File: src/rtl/vga_timing.sv
// Free-running VGA raster timing generator: pixel/line counters, sync and blanking
// flags registered so they line up with the counters shown in the same cycle.
module vga_timing #(
    parameter int HTOTAL     = 1344,
    parameter int VTOTAL     = 806,
    parameter int HBLKSTART  = 1024,
    parameter int VBLKSTART  = 768,
    parameter int HSYNCSTART = 1048,
    parameter int HSYNCTIME  = 136,
    parameter int VSYNCSTART = 771,
    parameter int VSYNCTIME  = 6
) (
    input  logic        clk,
    input  logic        rst,
    input  logic        en,
    output logic [10:0] hcount,
    output logic [10:0] vcount,
    output logic        hsync,
    output logic        vsync,
    output logic        hblnk,
    output logic        vblnk,
    output logic        line_start,
    output logic        frame_start,
    output logic [15:0] frame_cnt
);

    localparam logic [10:0] H_LAST = 11'(HTOTAL - 1);
    localparam logic [10:0] V_LAST = 11'(VTOTAL - 1);
    localparam logic [10:0] H_BLK  = 11'(HBLKSTART);
    localparam logic [10:0] V_BLK  = 11'(VBLKSTART);
    // Sync windows end past 2047 for large parameters, so they are compared in 12 bits.
    localparam logic [11:0] H_SYNC_BEG = 12'(HSYNCSTART);
    localparam logic [11:0] H_SYNC_END = 12'(HSYNCSTART + HSYNCTIME);
    localparam logic [11:0] V_SYNC_BEG = 12'(VSYNCSTART);
    localparam logic [11:0] V_SYNC_END = 12'(VSYNCSTART + VSYNCTIME);

    logic [10:0] h_next;
    logic [10:0] v_next;
    logic        h_wrap;
    logic        v_wrap;
    logic        line_wrap;
    logic        frame_wrap;

    always_comb begin
        h_wrap     = (hcount == H_LAST);
        v_wrap     = (vcount == V_LAST);
        line_wrap  = en && h_wrap;
        frame_wrap = line_wrap && v_wrap;
        h_next     = hcount;
        v_next     = vcount;
        if (en) begin
            h_next = h_wrap ? 11'd0 : hcount + 11'd1;
        end
        if (line_wrap) begin
            v_next = v_wrap ? 11'd0 : vcount + 11'd1;
        end
    end

    // Flags are derived from the next counter values so they match the registered counts.
    always_ff @(posedge clk) begin
        if (rst) begin
            hcount      <= 11'd0;
            vcount      <= 11'd0;
            hsync       <= 1'b0;
            vsync       <= 1'b0;
            hblnk       <= 1'b0;
            vblnk       <= 1'b0;
            line_start  <= 1'b0;
            frame_start <= 1'b0;
            frame_cnt   <= 16'd0;
        end else begin
            hcount      <= h_next;
            vcount      <= v_next;
            hblnk       <= (h_next >= H_BLK);
            vblnk       <= (v_next >= V_BLK);
            hsync       <= ({1'b0, h_next} >= H_SYNC_BEG) && ({1'b0, h_next} < H_SYNC_END);
            vsync       <= ({1'b0, v_next} >= V_SYNC_BEG) && ({1'b0, v_next} < V_SYNC_END);
            line_start  <= line_wrap;
            frame_start <= frame_wrap;
            if (frame_wrap) begin
                frame_cnt <= frame_cnt + 16'd1;
            end
        end
    end

endmodule

File: config.mk
export PLATFORM = sky130hd
export DESIGN_NAME = vga_timing
export DESIGN_NICKNAME = d
export VERILOG_FILES = /design/src/rtl/vga_timing.sv
export SDC_FILE = /design/constraint.sdc
export NUM_CORES = 1
export LEC_CHECK = 0
export ABC_AREA = 1
export BUFFER_PORTS_ARGS = -buffer_cell sky130_fd_sc_hd__buf_4
export CAP_MARGIN = 20
export CELL_PAD_IN_SITES_DETAIL_PLACEMENT = 1
export CELL_PAD_IN_SITES_GLOBAL_PLACEMENT = 2
export CORE_MARGIN = 2
export CORE_UTILIZATION = 28
export CTS_BUF_LIST = sky130_fd_sc_hd__clkbuf_2
export DETAILED_ROUTE_END_ITERATION = 8
export PLACE_DENSITY = 0.85
export SLEW_MARGIN = 40
export SYNTH_ARGS = -nofsm -noshare
export SYNTH_HDL_FRONTEND = slang
export SYNTH_SLANG_ARGS = --single-unit
File: constraint.sdc
create_clock -name clk -period 1.5 [get_ports clk]
set_input_delay 0.075 -clock clk [delete_from_list [all_inputs] [get_ports clk]]
set_output_delay 0.075 -clock clk [all_outputs]
set_load 0.02 [all_outputs]
==> results of run 1 <==
## synthesized netlist by cell type
cell type  instances
xnor2_1            2
nand3_1           17
nor2_2             3
o21ai_1            5
ha_1               4
nor2_8             2
inv_1             43
o21bai_4           1
nor2_1            60
nor3_2             1
clkbuf_1           3
a41oi_1            1
nor3_1             9
nor2_4             2
nand3b_1           1
buf_4              3
o21ai_0            9
o21a_1             1
buf_2              1
dfxtp_1           43
inv_2              4
nand3_2            3
a21o_1             1
nand2_4            2
nor4_1             1
buf_6              1
xor2_1             6
nand2_1           86
o31ai_1            1
nand4_1           10
a21oi_1           19
or2_2              1
nand3_4            2
nand2_2            1
## final cells by class
class,count,share of cell area (%)
Clock inverter,1,0.134
Clock buffer,7,0.935
Multi-Input combinational cell,252,40.6
Timing Repair Buffer,127,26.0
Tap cell,105,3.51
Inverter,47,4.91
Sequential cell,43,23.9
## per-layer routing
| metal | part of all wire [%] | track usage [%] | up-vias |
|---|---|---|---|
| li1 | - | - | 1356 |
| met1 | 47 | 23.4 | 1249 |
| met2 | 49 | 30.9 | 38 |
| met3 | 2.8 | 2.58 | 13 |
| met4 | 1.6 | 5.00 | 0 |
| met5 | 0 | 0 | - |
## worst max-delay path, stage by stage, from the launching register on
cell and delay, ns:
dfxtp_4 0.41, ha_4 0.15, nand3_4 0.07, nor2_4 0.20
nand2_8 0.11, nor2_8 0.17, buf_6 0.15, nand4_1 0.11
o21ai_1 0.16, a21oi_1 0.06
## cell families after synthesis
family,count (synthesis),synth area share [%]
fa+ha+maj,4,2.11
simple gates,201,39.9
compound gates,38,9.09
xor+xnor,8,2.96
buf+inv,55,9.56
flops,43,36.3
## timing repair
item | CTS | global route
hold buffers | 2 | 0
endpoints found under the hold margin | 15 | 0
endpoints found under the setup margin | 25 | 36
pin swaps | 21 | 11
gates cloned | 1 | 0
setup buffers | 7 | 3
resized for setup | 32 | 32
## flip-flops by register name (all words and copies together) (netlist names)
name,count
frame_start,1
hcount,11
vsync,1
frame_cnt,16
vblnk,1
line_start,1
vcount,11
hsync,1
## how the worst min path moves through the flow
stage	startpoint	end	cells past startpoint
3_5_place_dp	rst	frame_cnt[5]	2
2_1_floorplan	rst	frame_cnt[13]	2
6_report	en	hcount[0]	4
5_1_grt	en	hcount[0]	4
3_3_place_gp	en	hcount[1]	3
4_1_cts	en	hcount[0]	4
## power groups by stage
stage | Clock [mW] | Combinational, mW | Sequential (mW)
finish | 0.520 | 0.0963 | 1.15
global route | 0.603 | 0.105 | 1.15
CTS | 0.549 | 0.0945 | 1.15
detailed placement | 0 | 0.0873 | 1.17
global placement | 0 | 0.0835 | 1.17
floorplan | 0 | 0.0406 | 1.18
## per-stage QoR
| stage | cell area (sq um) | util [%] | setup WS (ns) | hold WS (ns) |
|---|---|---|---|---|
| global route | 3750 | 45.6 | -0.328 | 0.0364 |
| CTS | 3610 | 44.0 | -0.135 | 0.00733 |
| detailed placement | 3400 | 41.4 | -0.177 | 0.437 |
| finish | 3750 | 45.6 | -0.163 | 0.0498 |
| global placement | 3400 | 41.4 | -0.146 | 0.428 |
| floorplan | 2460 | - | -0.104 | 0.395 |
==> qor.txt, run 1 <==
status = finished, violations left
violated checks = setup timing
H-tree levels = 2
Worst Hold Class = in2reg
die footprint = 9210 sq um
Die Y = 96.0 microns
synthesized area per cell = 6.79 sq um
routed wire length = 7.97 mm
clock sink total = 43
register area share after synthesis = 36.3%
IO Pins = 47
Yosys top cell area share = 36.3%
CP required = 1.84 ns
vias = 2656
syn_nets = 356
worst r2r path cells = 9
FF-to-FF setup slack = -0.16 ns
share of post-route cells with drive strength above 1 = 46.5%
Power Dens Cells = 471 nW/um^2
Num CTS Buffers = 5
R2R Path End = frame_cnt[4]
Synth area leaders = dfxtp_1 (36%), nand2_1 (14%), nor2_1 (9.5%)
Final min period = 1.66 ns
largest net degree at the start of global routing = 21
Final Setup Violations = 23
setup ws final = -0.163 ns
critical path type = reg2reg
num rows = 33
Crit. Startpoint = hcount[0]
sw frac = 25.8%
multi-input logic area = 1520 sq um
CP max FO = 6
crit path launch type = flip-flop
Mapped Area = 2370 sq um
Synth warnings = 0
Worst-Margin Slew = 0.451 ns
Initial Util = 28.8%
number of global-route vias before repair = 2688
Max Clk Rate = 601 MHz
CTS root buffer = clkbuf_2
total power = 1.76 mW
Final Skew = 0.0171 ns
DRT Pass-1 Iters = 4
chip width = 96.0 microns
dpl hpwl = 6.05 mm
max-cap viol count = 0
I/O Buffers = 46
Combinational Power Share = 5.5%
final hold viol count = 0
Netlist cell types = 34
grt total ovfl = 0
Fill cells = 1053
Max IR drop VDD = 0.000381 V
Total GRT Usage = 18.0%
#FFs+latches synth = 43
synthesis-to-finish area growth = 58.2%
final std cells w/o fill = 582
Reg area = 896 sq um
Syn Inst Count = 349
worst skew pair latency = 0.42 ns
critical register-to-register path startpoint = hcount[0]
final antenna-violating net count = 0
# diodes = 0
setup tns final = -2.04 ns
antenna violations before repair = 0
GP Congestion = 0.865
final net count = 483
most frequent cells in the layout = buf_4 (121), nand2_1 (79), nor2_1 (45)
clock share of power = 29.5%
Worst Setup End Kind = flip-flop
Pleak = 1.73 nW
internal power = 1.31 mW
CTS tree = yes
Slew headroom = 69.9%
area of the core = 8220 sq um
sequential cell fraction of total power = 65.1%
initial drt markers = 72
CTS clk-pin slew, worst paths = 0.23 ns
DRC violations left = 0
commonest non-fill, non-tap cell in the layout = buf_4
leading area contributor after synthesis = dfxtp_1
WL/cell = 13.7 microns
P_sw = 0.455 mW
post-DR vias/cell = 4.56
first-pass GRT wire length = 12.8 mm
clk buf depth = 2
RSZ-0062 raised after global routing = true
Period Utilization, post-route = 111%
crit path DAT = 2.01 ns
Slew Limit Fails = 0
Inst Count DP = 561
critical path endpoint = frame_cnt[4]
(Power assumes the default switching activity.)
==> run 2, diff against run 1 <==
CORE_UTILIZATION = 30   (was 28)
PLACE_DENSITY = 0.87   (was 0.85)
clock period = 2 ns   (was 1.5 ns; I/O delays follow)
==> run 2 against run 1 <==
The flow now finishes without violations. Clock-buffer cell count unchanged. Worst setup slack improved by 0.34 ns. Total power decreased by 25%. Non-clock buffer count decreased by 69. Critical path depth unchanged. Via count decreased by 11%. Clock skew increased by 0.013 ns. Fmax decreased by 8.9%. Cell area decreased by 22%. Combinational power decreased by 42%. Global-route usage decreased by 2.1 points. Sequential share of layout area increased by 5.5 points. Critical path type unchanged. Largest cell class unchanged.
==> qor.txt, run 2 (synthesis results as in run 1) <==
share of post-route cells with drive strength above 1 = 22.4%
num rows = 32
DRT Pass-1 Iters = 4
Pleak = 1.30 nW
Finished Cell Area = 2940 sq um
DRC violations left = 0
CP max FO = 8
routed length on met2 = 2.84 mm
number of global-route vias before repair = 2370
CTS tree = yes
commonest non-fill, non-tap cell in the layout = nand2_1
Period Utilization, post-route = 91.3%
Final Setup Violations = 0
met3 WL post-DR = 290 microns
Total GRT Usage = 15.9%
max FFs per register = 16
critical register-to-register path startpoint = vcount[5]
R2R Path End = frame_cnt[12]
crit path DAT = 2.17 ns
vias = 2367
max-cap viol count = 0
synthesis-to-finish area growth = 23.9%
IO Pins = 47
die footprint = 8620 sq um
initial drt markers = 61
largest net degree at the start of global routing = 29
FF-to-FF setup slack = 0.17 ns
I/O Buffers = 46
chip width = 92.9 microns
Final min period = 1.83 ns
WL/cell = 12.8 microns
antenna violations before repair = 0
grt total ovfl = 0
final antenna-violating net count = 0
critical path endpoint = frame_cnt[12]
max layer used = met4
Most flops, register = frame_cnt
Layout Utilization = 38.2%
worst skew pair latency = 0.42 ns
post-DR vias/cell = 4.65
Max Clk Rate = 548 MHz
Num CTS Buffers = 5
critical path type = reg2reg
CP required = 2.35 ns
crit path launch type = flip-flop
worst r2r path cells = 9
CTS root buffer = clkbuf_2
Initial Util = 30.8%
Worst-Margin Slew = 0.492 ns
# diodes = 0
routed wire length = 6.50 mm
Max IR drop VDD = 0.000196 V
Placed Area = 2850 sq um
Slew Limit Fails = 0
RSZ-0062 raised after global routing = false
Slew headroom = 66.9%
final net count = 413
status = finished clean
Worst Hold Class = in2reg
Final Skew = 0.0302 ns
clk buf depth = 2
Crit. Startpoint = vcount[5]
first-pass GRT wire length = 11.1 mm
setup tns final = 0 ns
final hold viol count = 0
CTS clk-pin slew, worst paths = 0.24 ns
Largest regs = frame_cnt x16, hcount x11, vcount x11
WL met1 = 3.31 mm
clock sink total = 43
H-tree levels = 2
Worst Setup End Kind = flip-flop
dpl hpwl = 4.96 mm
most frequent cells in the layout = nand2_1 (86), nor2_1 (59), buf_4 (58)
Die Y = 92.9 microns
GP Congestion = 0.796
Power Dens Cells = 448 nW/um^2
area of the core = 7690 sq um
==> run 2: cell count changes in the layout (fill, tap and decap cells not counted), sizes merged <==
cell / change
nand2: -1
dlygate4sd3: -2
buf: -67
==> run 2: layout make-up <==
class / count / area, sq um
clock buffer: 7 / 35.0
clock inverter: 1 / 5.00
fill: 998 / 4750
inverter: 47 / 176
multi-input combinational: 251 / 1290
sequential: 43 / 863
tap: 102 / 128
timing repair buffer: 58 / 435
==> run 2: worst max-delay path, stage by stage, from the launching register on <==
cell	delay [ns]
dfxtp_1	0.58
nand2_1	0.12
nor2_2	0.17
nand3_4	0.16
nor2_8	0.22
nand3_4	0.11
nor2_4	0.14
nand2_2	0.06
o21ai_1	0.14
nor2_1	0.06
==> run 2: where the power goes <==
part	internal (mW)	total (mW)	leakage (nW)	switching, mW
Clock	0.0953	0.395	0.0330	0.299
Combinational	0.0192	0.0558	0.923	0.0366
Sequential	0.863	0.865	0.348	0.00237
Total	0.977	1.32	1.30	0.338
==> run 2: worst min path at each step <==
stage	from	endpoint	cells past startpoint
floorplan	rst	frame_cnt[13]	2
global placement	en	hcount[1]	3
detailed placement	en	hcount[1]	3
CTS	rst	frame_cnt[5]	2
global route	rst	frame_cnt[5]	2
finish	rst	vcount[3]	2
==> run 2: layer usage <==
metal	vias up	global-route usage (%)
met5	-	0
met4	0	4.41
met3	6	2.93
met2	50	25.4
met1	1094	21.9
li1	1217	-
==> run 2: metrics by stage <==
| stage | power, mW | hold WS, ns | setup WS, ns | instances |
|---|---|---|---|---|
| final | 1.32 | 0.0356 | 0.174 | 509 |
| after global routing | 1.38 | 0.00772 | 0.00399 | 509 |
| after CTS | 1.34 | 0.0294 | 0.0896 | 505 |
| after detailed placement | 0.938 | 0.462 | 0.110 | 497 |
| after global placement | 0.936 | 0.455 | 0.194 | 497 |
| after floorplan | 0.916 | 0.420 | 0.187 | 349 |
==> run 2: timing repair <==
action	CTS	global route
gates resized for setup	0	4
hold buffers	0	0
setup buffers	0	4
hold endpoints to repair	0	0
endpoints found under the setup margin	0	8
==> run 3, diff against run 2 <==
ABC_AREA = default   (was 1)
PLACE_DENSITY = 0.85   (was 0.87)
clock period = 1.6 ns   (was 2 ns; I/O delays follow)
==> run 3 against run 2 <==
Critical path type unchanged. The run now ends with setup timing left. Non-clock buffer count up 65. Worst setup slack worse by 0.95 ns. Critical endpoint is now frame_cnt[9]. Global-route usage up 2.5 points.
==> qor.txt, run 3 <==
final net count = 393
Period Utilization, post-route = 149%
final std cells w/o fill = 486
max-cap viol count = 0
RSZ-0062 raised after global routing = true
CTS root buffer = clkbuf_2
share of post-route cells with drive strength above 1 = 44.2%
CTS clk-pin slew, worst paths = 0.23 ns
Slew headroom = 78.9%
final hold viol count = 0
synthesized area per cell = 8.32 sq um
cell chain of the critical path = or4b_4 > or4_4 > buf_12 > nor3_4 > nand3_2 > or3_1 > a21oi_2
num rows = 31
register area share after synthesis = 38.3%
first-pass GRT wire length = 12.5 mm
area of the core = 7250 sq um
DRT Pass-1 Iters = 4
Final Skew = 0.0169 ns
Final min period = 2.38 ns
vias = 2445
Initial Util = 31.0%
clock sink total = 43
Max IR drop VDD = 0.000350 V
Worst Setup End Kind = flip-flop
critical path type = reg2reg
Post-synth ARST share = 0%
Final Setup Violations = 35
Max Clk Rate = 421 MHz
worst r2r path cells = 7
Die Y = 90.5 microns
max FFs per register = 16
chip width = 90.5 microns
final antenna-violating net count = 0
I/O Buffers = 46
DRC violations left = 0
Syn Inst Count = 270
Netlist cell types = 51
H-tree levels = 2
Num CTS Buffers = 5
grt total ovfl = 0
number of global-route vias before repair = 2562
post-DR vias/cell = 5.03
CP max stage delay = 0.53 ns
Worst-Margin Slew = 0.312 ns
synthesis-to-finish area growth = 57.7%
number of enable flip-flop cells after synthesis = 0
die footprint = 8200 sq um
clk buf depth = 2
antenna violations before repair = 0
dpl hpwl = 5.20 mm
Slew Limit Fails = 0
Synth area leaders = dfxtp_1 (38%), nor2_1 (6.0%), xor2_1 (5.8%)
Worst Hold Class = in2reg
violated checks = setup timing
CP required = 2.00 ns
CTS tree = yes
commonest non-fill, non-tap cell in the layout = buf_4
largest net degree at the start of global routing = 24
crit path DAT = 2.78 ns
Layout Utilization = 48.9%
GP Congestion = 0.822
worst skew pair latency = 0.45 ns
Total GRT Usage = 18.4%
crit path launch type = flip-flop
# diodes = 0
Most flops, register = frame_cnt
#FFs+latches synth = 43
Yosys top cell area share = 38.3%
syn_nets = 277
Power Dens Cells = 561 nW/um^2
CP max FO = 9
Largest regs = frame_cnt x16, hcount x11, vcount x11
Post-synth top cells = dfxtp_1 (43), nor2_1 (36), nand2_1 (25)
WL/cell = 15.0 microns
Pleak = 1.48 nW
Mapped Area = 2250 sq um
critical path's slowest cell = or4b_4
Synth warnings = 0
top_reg_cell synth = dfxtp_1
Fill cells = 882
initial drt markers = 111
most frequent cells in the layout = buf_4 (115), dfxtp_1 (35), nor2_1 (33)
routed wire length = 7.27 mm
Hold Crit Depth = 4
setup ws final = -0.777 ns
IO Pins = 47
Inst Count DP = 466
leading area contributor after synthesis = dfxtp_1
WHS = 0.0583 ns
status = finished, violations left
most common cell in the netlist = dfxtp_1
[run 3: worst paths after layout]
kind	start	endpoint	slack, ns
hold / removal	en	hcount[0]	0.06
hold reg to reg	frame_cnt[11]	frame_cnt[11]	0.57
setup reg to reg	hcount[6]	frame_cnt[9]	-0.78
setup / recovery	hcount[6]	frame_cnt[9]	-0.78
[run 3: layout make-up]
cell class | instances | area, sq um | area share, %
clock buffers | 5 | 25.0 | 0.706
clock inverters | 3 | 67.6 | 1.91
inverters | 4 | 15.0 | 0.424
multi-input cells | 209 | 1480 | 41.7
flip-flops and latches | 43 | 876 | 24.7
well taps | 99 | 124 | 3.49
repair buffers | 123 | 961 | 27.1
[run 3: metal layers]
layer  GRT usage (%)  share of wire, %  vias to the layer above
met5               0                 0                        -
met4            4.87              0.99                        0
met3            3.34               3.4                        7
met2            32.6                51                       37
met1            22.9                44                     1211
li1                -                 -                     1190
[run 3: where the power goes]
part	switching [mW]	internal, mW	total [mW]
combinational	0.0494	0.0353	0.0847
clock	0.401	0.419	0.819
sequential	0.00554	1.08	1.09
[run 3: cells by family after synthesis]
| group | after synthesis | share of synthesized area, % |
|---|---|---|
| AOI/OAI and AO/OA | 39 | 10.8 |
| xor gates and xnor gates | 25 | 9.74 |
| adders and majority gates | 4 | 2.23 |
| buffers and inverters | 18 | 3.95 |
| DFF | 43 | 38.3 |
| muxes | 3 | 1.39 |
| and+or+nand+nor | 138 | 33.6 |
[run 3: repair_timing]
item | 4_1_cts | 5_1_grt
hold endpoints to repair | 14 | 0
gates resized for setup | 28 | 10
hold buffers | 1 | 0
cloned | 0 | 0
setup endpoints to repair | 39 | 39
pin swaps | 12 | 7
setup buffers | 8 | 3
[run 3: critical path, delay by kind of cell, from the launching register on]
family          cells  cell delay (ns)
compound gates      1             0.13
buf+inv             1             0.16
flops               1             0.38
simple gates        5             1.66
[run 3: per-stage QoR]
| stage | area (sq um) | total power, mW | worst slack (ns) | TNS [ns] |
|---|---|---|---|---|
| CTS | 3470 | 2.02 | -0.745 | -18.66 |
| finish | 3540 | 1.99 | -0.777 | -19.21 |
| floorplan | 2310 | 1.15 | -0.897 | -22.04 |
| global placement | 3190 | 1.18 | -0.693 | -16.09 |
| detailed placement | 3190 | 1.19 | -0.798 | -18.08 |
| global route | 3540 | 2.07 | -0.849 | -22.10 |
